File: src/rtl/output_buffer_drain.sv
// Output buffer: captures accumulator results into a 16-entry buffer and drains 0..N-1 in order over valid/ready.
// Latency 2 cycles drain_start->first beat, one beat per 2 cycles; stalls in FETCH on unwritten entries, holds beat until out_ready.
// Optional: OUTBUF_CLEAR_ON_READ_EN makes a drained entry consumed (valid cleared on handshake).
module output_buffer_drain #(
    parameter int DEPTH  = 16,
    parameter int ADDR_W = 4,
    parameter int DATA_W = 32
) (
    input  logic              clk,
    input  logic              rst,
    input  logic              wr_en,
    input  logic [ADDR_W-1:0] wr_addr,
    input  logic [DATA_W-1:0] wr_data,
    input  logic              clear,
    input  logic              drain_start,
    input  logic [ADDR_W:0]   drain_count,
    output logic [DATA_W-1:0] out_data,
    output logic [ADDR_W-1:0] out_addr,
    output logic              out_valid,
    input  logic              out_ready,
    output logic              busy,
    output logic              done,
    output logic              ovw_err
);

    typedef enum logic [1:0] {
        S_IDLE,
        S_FETCH,
        S_PRESENT,
        S_DONE
    } state_t;

    localparam logic [ADDR_W:0]   DEPTH_CNT = (ADDR_W+1)'(DEPTH);
    localparam logic [ADDR_W-1:0] LAST_PTR  = ADDR_W'(DEPTH - 1);

    state_t              state_q, state_d;
    logic [DEPTH-1:0]    valid_q, valid_d;
    logic [ADDR_W:0]     cnt_q, cnt_d;
    logic [ADDR_W-1:0]   rd_ptr_q, rd_ptr_d;
    logic [DATA_W-1:0]   out_data_q, out_data_d;
    logic [ADDR_W-1:0]   out_addr_q, out_addr_d;
    logic                out_valid_q, out_valid_d;
    logic                busy_q, busy_d;
    logic                done_q, done_d;
    logic                ovw_err_q, ovw_err_d;
    logic                hs;
    logic                consume;

    logic [DATA_W-1:0]   mem [DEPTH];

    assign hs = (state_q == S_PRESENT) && out_valid_q && out_ready;

`ifdef OUTBUF_CLEAR_ON_READ_EN
    assign consume = hs;
`else
    assign consume = 1'b0;
`endif

    // Storage is not reset; only the valid bits qualify its contents.
    always_ff @(posedge clk) begin
        if (wr_en) begin
            mem[wr_addr] <= wr_data;
        end
    end

    // A same-cycle write beats both clear and consume for its own entry.
    always_comb begin
        valid_d   = valid_q;
        ovw_err_d = ovw_err_q;
        if (clear) begin
            valid_d = '0;
        end else if (consume) begin
            valid_d[out_addr_q] = 1'b0;
        end
        if (wr_en) begin
            valid_d[wr_addr] = 1'b1;
            if (valid_q[wr_addr] && !clear && !(consume && (out_addr_q == wr_addr))) begin
                ovw_err_d = 1'b1;
            end
        end
    end

    always_comb begin
        state_d     = state_q;
        cnt_d       = cnt_q;
        rd_ptr_d    = rd_ptr_q;
        out_data_d  = out_data_q;
        out_addr_d  = out_addr_q;
        out_valid_d = out_valid_q;
        busy_d      = busy_q;
        done_d      = 1'b0;

        if (clear) begin
            state_d     = S_IDLE;
            out_valid_d = 1'b0;
            busy_d      = 1'b0;
        end else begin
            unique case (state_q)
                S_IDLE: begin
                    if (drain_start) begin
                        cnt_d    = (drain_count > DEPTH_CNT) ? DEPTH_CNT : drain_count;
                        rd_ptr_d = '0;
                        busy_d   = 1'b1;
                        state_d  = (drain_count == '0) ? S_DONE : S_FETCH;
                    end
                end
                S_FETCH: begin
                    if (valid_q[rd_ptr_q]) begin
                        out_data_d  = mem[rd_ptr_q];
                        out_addr_d  = rd_ptr_q;
                        out_valid_d = 1'b1;
                        state_d     = S_PRESENT;
                    end
                end
                S_PRESENT: begin
                    if (hs) begin
                        cnt_d       = cnt_q - 1'b1;
                        rd_ptr_d    = (rd_ptr_q == LAST_PTR) ? rd_ptr_q : rd_ptr_q + 1'b1;
                        out_valid_d = 1'b0;
                        state_d     = (cnt_q == 1) ? S_DONE : S_FETCH;
                    end
                end
                S_DONE: begin
                    done_d  = 1'b1;
                    busy_d  = 1'b0;
                    state_d = S_IDLE;
                end
                default: begin
                    state_d = S_IDLE;
                end
            endcase
        end
    end

    always_ff @(posedge clk or posedge rst) begin
        if (rst) begin
            state_q     <= S_IDLE;
            valid_q     <= '0;
            cnt_q       <= '0;
            rd_ptr_q    <= '0;
            out_data_q  <= '0;
            out_addr_q  <= '0;
            out_valid_q <= 1'b0;
            busy_q      <= 1'b0;
            done_q      <= 1'b0;
            ovw_err_q   <= 1'b0;
        end else begin
            state_q     <= state_d;
            valid_q     <= valid_d;
            cnt_q       <= cnt_d;
            rd_ptr_q    <= rd_ptr_d;
            out_data_q  <= out_data_d;
            out_addr_q  <= out_addr_d;
            out_valid_q <= out_valid_d;
            busy_q      <= busy_d;
            done_q      <= done_d;
            ovw_err_q   <= ovw_err_d;
        end
    end

    assign out_data  = out_data_q;
    assign out_addr  = out_addr_q;
    assign out_valid = out_valid_q;
    assign busy      = busy_q;
    assign done      = done_q;
    assign ovw_err   = ovw_err_q;

endmodule

File: config.mk
export PLATFORM = sky130hd
export DESIGN_NAME = output_buffer_drain
export DESIGN_NICKNAME = d
export VERILOG_FILES = /design/src/rtl/output_buffer_drain.sv
export SDC_FILE = /design/constraint.sdc
export NUM_CORES = 1
export LEC_CHECK = 0
export ABC_AREA = 0
export CAP_MARGIN = 40
export CORE_UTILIZATION = 68
export CTS_BUF_LIST = sky130_fd_sc_hd__clkbuf_8
export DETAILED_ROUTE_END_ITERATION = 16
export HOLD_SLACK_MARGIN = 0.03
export PLACE_DENSITY = 0.88
export SLEW_MARGIN = 20
export SYNTH_ARGS = -nofsm -noshare
export SYNTH_HDL_FRONTEND = slang
export SYNTH_SLANG_ARGS = --single-unit
File: constraint.sdc
create_clock -name clk -period 3.4 [get_ports clk]
set_clock_uncertainty 0.05 [all_clocks]
set_input_delay 0.34 -clock clk [delete_from_list [all_inputs] [get_ports clk]]
set_output_delay 0.34 -clock clk [all_outputs]
set_load 0.05 [all_outputs]
==> Yosys cells after proc, flatten, opt, wreduce, memory -nomap -nowiden <==
Memory sizes are Yosys's and may differ from the RTL's. A register that Yosys moved wholly into a read port is not among the register bits.
Cells that the tools add are included.
{ "op_classes": {"n_addsub": 2, "order_cmp": 4, "eq_ne": 11, "muxes": 34, "n_bitwise": 2, "n_reduce_logical": 17} }
{ "op_table": {"columns": ["op", "count"], "rows": [
  ["two-way mux 16 bit", 2],
  ["OR 16 bit", 1],
  ["two-way mux 5 bit", 3],
  ["two-way mux 1 bit", 12],
  ["two-way mux 2 bit", 6],
  ["two-way mux 4 bit", 3],
  ["< comparator 4 x 5 -> 1 bit (second input constant)", 2],
  ["case mux 5 bit (2 select lines)", 1],
  ["!= test 3 bit (second input constant)", 3],
  ["AND reduction 3 bit", 3],
  ["binary-select mux 1 bit (select 4 bit)", 2],
  ["case mux 2 bit (4 select lines)", 1],
  ["case mux 4 bit (2 select lines)", 1],
  ["!= test 2 bit (second input constant)", 3],
  ["nonzero test 3 bit", 2],
  ["== test 5 x 1 -> 1 bit (second input constant)", 1],
  ["greater-than comparator 5 bit (second input constant)", 1],
  ["zero test 5 bit", 1],
  ["AND reduction 5 bit", 1],
  ["subtractor 5 x 1 -> 5 bit (second input constant)", 1],
  ["adder 4 x 1 -> 4 bit (second input constant)", 1],
  ["demux 1 bit (select 4 bit)", 1],
  ["== test 2 bit (second input constant)", 2],
  ["== test 4 bit (second input constant)", 1],
  ["other kinds (10)", 15]
]} }
{ "totals": {"regBits": 35, "mem_bits_rw": 512, "inputBits": 47, "out_inout_bits": 40, "elab_cells": 80, "n_memories": 1} }
{ "mem_list": {"columns": ["name", "depth", "width", "rd", "rd_clocked_by_memory_dff", "write_ports", "line_no", "rtl"], "rows": [
  ["mem", 16, 32, 1, 1, 1, "49", "logic [DATA_W-1:0] mem [DEPTH];"]
]} }

==> Depth between registers and ports, before layout <==
{ "logic_depth": {"depth_word": 6, "depth_mapped": 9, "depth_no_buf": 7} }

==> Worst setup path before layout <==
OpenSTA, ideal clock, no wires.
{ "synth_path": {"path_type": "input to register", "start": "input wr_addr[0]", "end": "memory mem[0][0], enable pin", "setup_ns": 0.463, "t_arrival_ns": 3.317, "required_time_ns": 2.887, "setup_slack_ns": -0.430, "cell_stages": 3, "n_path_buf": 1, "cell_sequence": "clkbuf_1 or3b_2 nor3_1"} }
{ "synth_lines": {"columns": ["item", "line_no", "rtl"], "rows": [
  ["from (decl)", "12", "input logic [ADDR_W-1:0] wr_addr,"],
  ["to (decl)", "49", null]
]} }
No word-level cell before the write port.

==> Worst setup path after layout <==
{ "layout_path": {"start": "register rd_ptr_q[0]", "end": "register out_data_q[5] (netlist: out_data[5]), read port of mem"} }
{ "layout_between": {"elab_chain_cells": 3} }
{ "layout_lines": {"columns": ["item", "line_no", "rtl"], "rows": [
  ["from (decl)", "39", "logic [ADDR_W-1:0] rd_ptr_q, rd_ptr_d;"],
  ["from (signal assigned)", "151", "rd_ptr_q <= rd_ptr_d;"],
  ["binary-select mux 1 bit (select 4 bit)", "108", "if (valid_q[rd_ptr_q]) begin"],
  ["two-way mux 1 bit (not written as such)", "108", null],
  ["AND reduction 3 bit (no line)", null, null],
  ["to (decl)", "40", "logic [DATA_W-1:0] out_data_q, out_data_d;"]
]} }
Several ways; a longest one is shown, not always the timed one. The select of a mux whose other input is x is not followed.
A chain may end at the register's enable or synchronous reset.

==> summary.md <==
| Metric | Value |
|---|---|
| Setup tns final | `0 ns` |
| Critical path required time | `~3.8 ns` |
| Drt pass-1 iters | `5` |
| Layout Utilization | `79.3%` |
| Worst-path cell chain | `buf_12 > buf_4 > mux4_2 > mux2_2 > o21ai_0 > a2bb2oi_1` |
| DR WL/cell | `roughly 30 um` |
| Crit end category | `flop` |
| CTS tree | `done` |
| Status | `finished clean` |
| Yosys reg bits | `roughly 580` |
| Synth top cells by count | `edfxtp_1, mux4_2, dfrtp_1, mux2_2, clkbuf_1` |
| Final setup violation count | `0` |
| Worst VDD drop | `roughly 0.38 mV` |
| Tightest Pin Transition | `0.710 ns` |
| Final WL | `49600 um` |
| Grt total ovfl | `0` |
| Most common flop cell mapped by yosys | `edfxtp_1` |
| Port Buffers | `86` |
| Die Y | `184 um` |
| Area of the multi-input gates | `~5200 sq um` |
| Chip width | `approximately 180 um` |
| P&R area growth vs syn | `14.7%` |
| Reg clk slew, reported paths | `about 0.06 ns` |
| Leak | `approximately 8.6 nW` |
| Core Footprint | `32500 sq um` |
| Nets | `1214` |
| Final Cycle Share | `approximately 85%` |
| Rows | `66` |
| Biggest cell delay along the critical path | `~0.80 ns` |
| Fill cells | `roughly 1500` |
| YS warnings | `0` |
| DRC | `0` |
| DP Area | `24200 sq um` |
| DP Wirelength | `between 20000 and 30000 um` |
| Final hold vios | `0` |
| GRT Overall Usage | `between 30% and 40%` |
| Detail Route Antenna Nets | `0` |
| PwrDens | `586 nW/um^2` |
| Initial Util | `a little under 70%` |
| Yosys cell types | `42` |
| 1st-iter DRT viols | `about 1100` |
| DR vias/cell | `6.71` |
| Fmax | `about 0.34 GHz` |
| RSZ-0062 raised after global routing | `false` |
| Routability cong. | `approximately 0.77` |
| Register-to-Register Path Depth | `6` |
| Mapped Area | `between 20000 and 25000 sq um` |
| CTS buffer count | `88` |
| Period minus WS final | `slightly below 3 ns` |
| Slowest-stage cell, CP | `dfrtp_4` |
| Vias in the first global route | `between 10000 and 15000` |
| Final setup margin | `approximately 0.50 ns` |
| Area of the die | `33800 sq um` |
| H-tree lvl count | `3` |
| Post-CTS Repair Setup Buffers | `0` |
| First-pass GRT wire length | `about 74000 um` |
| Hold depth | `2` |
| Worst slack at placement | `0.465 ns` |
| Antenna violations before repair | `0` |
| Cells after Synth | `about 1000` |
| Top fanout value on the critical path | `32` |
| Async SR Flop Fraction | `11.6%` |
| Top post-synthesis cells by area | `edfxtp_1, mux4_2, dfrtp_1, mux4_1, mux2_2` |
| Clock Sinks | `~580` |
| Post-route design area | `25800 sq um` |
| CP arrival | `around 3.3 ns` |
| Max_cap viols | `0` |
| Sequential cell area | `between 15000 and 20000 sq um` |
| Fin Hold WS | `just under 0.3 ns` |
| Clock root cell | `clkbuf_8` |
| DR vias | `between 10000 and 15000` |
| Max Slew Vio Count | `0` |
| Maximum clock insertion buffer count | `3` |
| Syn nets | `1045` |
| Cell taking the most area after synthesis | `edfxtp_1` |
| Diodes inserted | `0` |
| EDFF count, synth | `about 500` |
| Layout cells sized above 1 | `about 30%` |
| Post-Syn Area per Cell | `22.6 sq um` |
| Worst min-delay path class | `in -> reg` |
| Top-count cell post-synth | `edfxtp_1` |
| Worst-Skew Late Latency | `about 0.63 ns` |
| Yosys top cell area share | `between 60% and 70%` |
| IO Pins | `a little under 90` |
| Crit path kind | `reg -> reg` |
| Startpoint class of the critical path | `flop` |
| Largest net degree at the start of global routing | `between 60 and 70` |
| Rel. slew slack | `52.7%` |
| Sequential share of the synthesized area | `about three quarters` |
[metrics by stage]
step / power [mW] / cells
2_1_floorplan: 9.25 / 995
4_1_cts: 15.2 / 1681
3_5_place_dp: 9.88 / 1515
6_report: 15.1 / 1681
3_3_place_gp: 9.81 / 1515
5_1_grt: 15.6 / 1681
[per-layer routing]
layer / up-vias / GRT usage, % / share of wire (%)
li1: 4548 / - / -
met2: 730 / 49.2 / 50
met5: - / 0 / 0
met1: 5880 / 43.0 / 37
met4: 0 / 12.0 / 2.9
met3: 128 / 6.74 / 9.5
[state kept, by name, summed over array words and instances, names as in the netlist]
register and cells:
done 1, ovw_err 1, out_data 32, busy 1, rd_ptr_q 4, out_addr 4
valid_q 16, out_valid 1, mem 512, cnt_q 5, state_q 2
[final cells by class]
| cell class | instances | area share (%) |
|---|---|---|
| clock buffers | 92 | 4.91 |
| clock inverters | 73 | 1.48 |
| inverters | 8 | 0.121 |
| multi-input cells | 355 | 20.3 |
| flip-flops and latches | 579 | 66.1 |
| well taps | 442 | 2.14 |
| repair buffers | 132 | 4.97 |
[final timing paths]
path / start / end / slack (ns)
min in group asynchronous: rst / rd_ptr_q[2] / 0.49
max in group asynchronous: rst / out_data[2] / 2.03
setup reg to reg: rd_ptr_q[0] / out_data[5] / 0.50
hold / removal: clear / busy / 0.29
setup / recovery: rd_ptr_q[0] / out_data[5] / 0.50
hold reg to reg: ovw_err / ovw_err / 0.43
[worst max-delay path: cells and delay by family (launching register included)]
kind                   cells  cell delay (ns)
buffers and inverters      2             0.69
flip-flops                 1             0.80
AO/OA/AOI/OAI              2             0.36
multiplexers               2             0.80
[power breakdown]
part           switching [mW]  internal, mW
registers               0.195          8.06
logic                   0.943         0.553
clock network            2.68          2.69
[logic make-up (layout without fill, tap and decap cells)]
kind of cell | after synthesis | count (layout) | synth area share [%]
adders and majority gates | 3 | 3 | 0.167
AOI/OAI and AO/OA | 72 | 72 | 2.21
and+or+nand+nor | 71 | 71 | 1.48
DFF | 579 | 579 | 75.7
muxes | 209 | 209 | 18.8
buffers and inverters | 61 | 305 | 1.62
[timing repair]
item,4_1_cts,5_1_grt
hold buffers,1,0
resized for setup,0,0
endpoints found under the hold margin,15,0
[layout by cell type, fill, tap and decap left out, types with 18 or more instances in the layout]
cell             count
edfxtp_1           512
clkbuf_8            92
dfrtp_1             63
buf_4               39
mux4_2             135
inv_1               36
clkinv_1            20
a21o_1              18
mux4_1              21
clkdlybuf4s50_1     86
nand2_1             21
mux2_2              32
(Power assumes the default switching activity.)
==> edit 1, RTL diff (same flow settings) <==
Make the reset (`rst`) synchronous in one clocked block.
--- a/src/rtl/output_buffer_drain.sv
+++ b/src/rtl/output_buffer_drain.sv
@@ -133,5 +133,5 @@
     end
 
-    always_ff @(posedge clk or posedge rst) begin
+    always_ff @(posedge clk) begin
         if (rst) begin
             state_q     <= S_IDLE;
Behaviour: differs if rst is asserted again (counterexample within 4 cycles, from zero or initial values and one cycle with rst high); with rst held inactive, the same outputs for 4 cycles.
==> edit 1 against the original RTL <==
  * Die area decreased by 1.2%
  * Worst setup slack improved by 0.30 ns
  * Synthesized area decreased by 1.2%
  * Wire length increased by 8.8%
  * Final area decreased by 1.1%
  * Sequential cell count unchanged
  * Critical path depth unchanged
  * Sequential share of layout area decreased by 0.60 points
Power is not compared: it rests on default switching activity, and its combinational part moved more than twofold at a synthesized area within 25%.
==> edit 1: results (changes against the original RTL) <==
** Synth
- Top post-synthesis cells by count :: 512 x edfxtp_1, 133 x mux4_2, 71 x a22oi_1
- Yosys attributes the largest share of cell area to edfxtp_1 69%, mux4_2 13%, dfxtp_1 6.0%.
- The sequential element share of the synthesized area was 75.2% (-0.57 points).
- The net count after synthesis was 1210 (+16%).

** Final layout
- Sequential cell area :: 16700 µm² (-2.0%)
- Util after Layout :: 80.1% (+0.74 points)
- Clock buffers :: 100 (+8.7%)
- The number of fill cells was 1481 (-0.47%).
- Number of combinational gates with multiple inputs :: 494 (+39%)
- Ratio of cells with drive above 1 in the final layout :: 23.8% (-5.8 points)
- The portion of the layout cell area used by non-clock buffers was 5.08% (+0.10 points).
- Number of logic inverters in the finished layout :: 10 (+2)
- The number of sequential storage elements was 579 (unchanged).

** Global routing
- The via count of the first global-routing pass was 13.0k (+10%).
- The met1 usage in global routing came to 46.1% (+3.1 points).
- Met2 global-route usage :: 53.6% (+4.4 points)
- First-pass GRT wire length :: 80800 µm (+9.3%)
- Met3 track utilization from global routing :: 7.15% (+0.41 points)
- Total routing usage reported by global routing :: 33.9% (+2.9 points)

** Worst setup path
- On the critical path, the stage with the largest delay is an instance of dfxtp_4.
- The required time of the critical path was 3.86 ns (+0.02 ns).
- In this run the critical register-to-register path is launched from rd_ptr_q[0].
- The flop-to-flop setup slack is 0.80 ns (+0.30 ns).
- Max FO, Critical Path :: 25 (-22%)

** Placement
- The placer's final routability congestion estimate came to 0.786 (+2.1%).
- Detailed placement HPWL :: 29100 µm (+3.5%)
- Cell Count Post-Placement :: 1644 (+8.5%)
- The area of placed instances came to 23700 µm² (-1.7%).

** Detailed routing
- The routed via count divided by cell count is 6.92 (+3.1%).
- First DRT Iteration DRCs :: 2046 (+79%)

** Run status
- The flow ran to the end, and the final reports show no timing, DRC or antenna violations.
==> edit 1: cell count changes in the layout (fill, tap and decap cells not counted), sizes merged, moves of 9 or more <==
cell     unedited run  this run
dfxtp               0        67
a2bb2oi             9         0
a21o               18         2
a21oi               9        56
mux2               45         0
a22oi               3        71
mux4              156       133
dfrtp              67         0
o21ai              16        40
nor2               20        40
nand3               6        43
nand2              22        46
==> edit 1: worst register-to-register path: stages (launching register included) <==
cell and delay (ns):
dfxtp_4 0.67, buf_4 0.51, mux4_2 0.61, a22oi_1 0.32, nand2_1 0.11, o21ai_1 0.11, a21oi_1 0.10
==> edit 1: cell families after synthesis <==
kind of cell | synth area share [%]
xor+xnor | 0.118
mux | 13.8
compound gates | 5.10
flops | 75.2
fa+ha+maj | 0.169
buf+inv | 2.14
simple gates | 3.47
==> edit 1: per-layer routing <==
metal  wire length, µm  up-vias
li1                  -     5037
met1             18800     6237
met2             26400     1052
met3              6300      205
met4              2510        0
met5                 0        -
==> edit 2, RTL diff (same settings) <==
Without the edit above. Build with the macro `OUTBUF_CLEAR_ON_READ_EN` defined.
--- a/src/rtl/output_buffer_drain.sv
+++ b/src/rtl/output_buffer_drain.sv
@@ -2,4 +2,6 @@
 // Latency 2 cycles drain_start->first beat, one beat per 2 cycles; stalls in FETCH on unwritten entries, holds beat until out_ready.
 // Optional: OUTBUF_CLEAR_ON_READ_EN makes a drained entry consumed (valid cleared on handshake).
+`define OUTBUF_CLEAR_ON_READ_EN
+
 module output_buffer_drain #(
     parameter int DEPTH  = 16,
Check against the original RTL: not equivalent (a bounded check fails within 4 cycles, from zero or initial values and one cycle with rst high).
==> edit 2 against the original RTL <==
  * Final area rose by 1.9%
  * Synthesized area rose by 1.4%
  * Worst setup slack improved by 0.14 ns
  * Wire length rose by 4.3%
  * Utilization rose by 0.90 points
  * Sequential cell count did not move
  * Cell count rose by 5.9%
Power is not compared: it rests on default switching activity, and its combinational part moved more than twofold at a synthesized area within 25%.
==> edit 2: results (changes against the original RTL) <==
** Synth
- Top post-synthesis cells by count :: 512 x edfxtp_1, 134 x mux4_2, 67 x dfrtp_1
- Dominant cells by area after synthesis :: edfxtp_1 67%, mux4_2 13%, dfrtp_1 7.3%
- The post-synthesis mux area share came to 17.0% (-1.8 points).
- Net count after synthesis :: 1156 (+11%)
- The sequential element share of the synthesized area is 74.7% (-1.0 points).
- Synth Area in XOR/XNOR :: 0.153% (+0.15 points)
- Synth unique cells :: 50 (+19%)

** Placement
- The setup slack after placement came to 0.622 ns (+0.157 ns).
- The sum of net half-perimeters after detailed placement is 27200 µm (-3.2%).

** Worst setup path
- Max FO, Critical Path :: 58 (+81%)
- The startpoint identified for the worst register-to-register timing path is rd_ptr_q[2].
- Worst Path Arrival :: 3.21 ns (-0.13 ns)
- The biggest cell delay along the critical path is 0.74 ns (-0.06 ns).

** Detailed routing
- Total length of routed met3 wires :: 5260 µm (+12%)
- Wire length after detailed routing :: 51700 µm (+4.3%)
- First DRT Iteration DRCs :: 1495 (+31%)
- The met1 layer wirelength in the final routing was 18900 µm (+2.5%).

** Global routing
- Via count of the first global-routing pass :: 12.5k (+5.6%)
- Met2 global-route usage :: 49.9% (+0.71 points)
- The met3 demand-to-capacity share in global routing was 7.90% (+1.2 points).
- Maximum number of pins on one net before global-route repair :: 64 (-4.5%)
- Antenna violations before repair :: 2 (+2)

** Timing
- Slew @ Worst Pin :: 0.915 ns (+0.206 ns)
- Post-Route Hold Slack :: 0.336 ns (+0.0453 ns)

** Min path
- The startpoint identified for the worst hold timing path is drain_count[0].

** Clocking
- Number of buffers added by the clock tree synthesis step :: 89 (+1.1%)

** Final layout
- # fillers :: 1483 (-0.34%)
- NumNets Final :: 1313 (+8.2%)

** Run status
- Run status :: finished clean
-- edit 2: cell count changes after synthesis, sizes merged, moves of 7 or more --
cell    before  now
a21oi        9   42
a21o        18    1
nand2b       4   11
a211oi       0   30
o21ai       16   25
mux4       156  134
and2         2   28
buf         22   34
o211ai       2   13
mux2i        8   32
-- edit 2: worst reg2reg max path, stage by stage (launching register included) --
cell      delay, ns
dfrtp_4        0.74
buf_12         0.44
mux4_2         0.39
and2_1         0.19
a211oi_1       0.39
a21oi_1        0.13
mux2_4         0.32
-- edit 2: stage by stage --
step / instance area (µm²) / cells
after global placement: 24500 / 1612
after CTS: 26300 / 1778
after floorplan: 22800 / 1106
final: 26300 / 1780
after global routing: 26300 / 1779
after detailed placement: 24500 / 1613
-- edit 2: logic make-up (layout without fill, tap and decap cells) --
kind of cell,after synthesis,count (layout)
flops,579,579
mux,207,207
compound gates,131,131
simple gates,109,109
buf+inv,73,303
xor+xnor,4,4
fa+ha+maj,3,3
other cells,0,2
-- edit 2: final timing paths --
check | end | depth (start not counted)
worst min register to register | ovw_err | 1
worst min-delay path | cnt_q[0] | 3
min in group asynchronous | out_data[1] | 3
worst max register to register | out_data[20] | 6
worst max-delay path | out_data[20] | 6
max in group asynchronous | rd_ptr_q[2] | 4
-- edit 2: layout make-up --
class / instances / share of cell area (%)
diodes: 2 / 0.0190
clock buffers: 106 / 5.55
clock inverters: 58 / 1.34
inverters: 9 / 0.133
multi-input cells: 454 / 21.0
flip-flops and latches: 579 / 64.9
well taps: 442 / 2.10
repair buffers: 130 / 5.01
-- edit 2: power by group --
group          switching [µW]  internal (µW)
Combinational            2170           1830
Clock                    2660           3140
Sequential                359           8150
-- edit 2: timing repair --
action,in CTS,in global routing
setup buffers,0,0
hold endpoints to repair,6,0
hold buffers,1,0
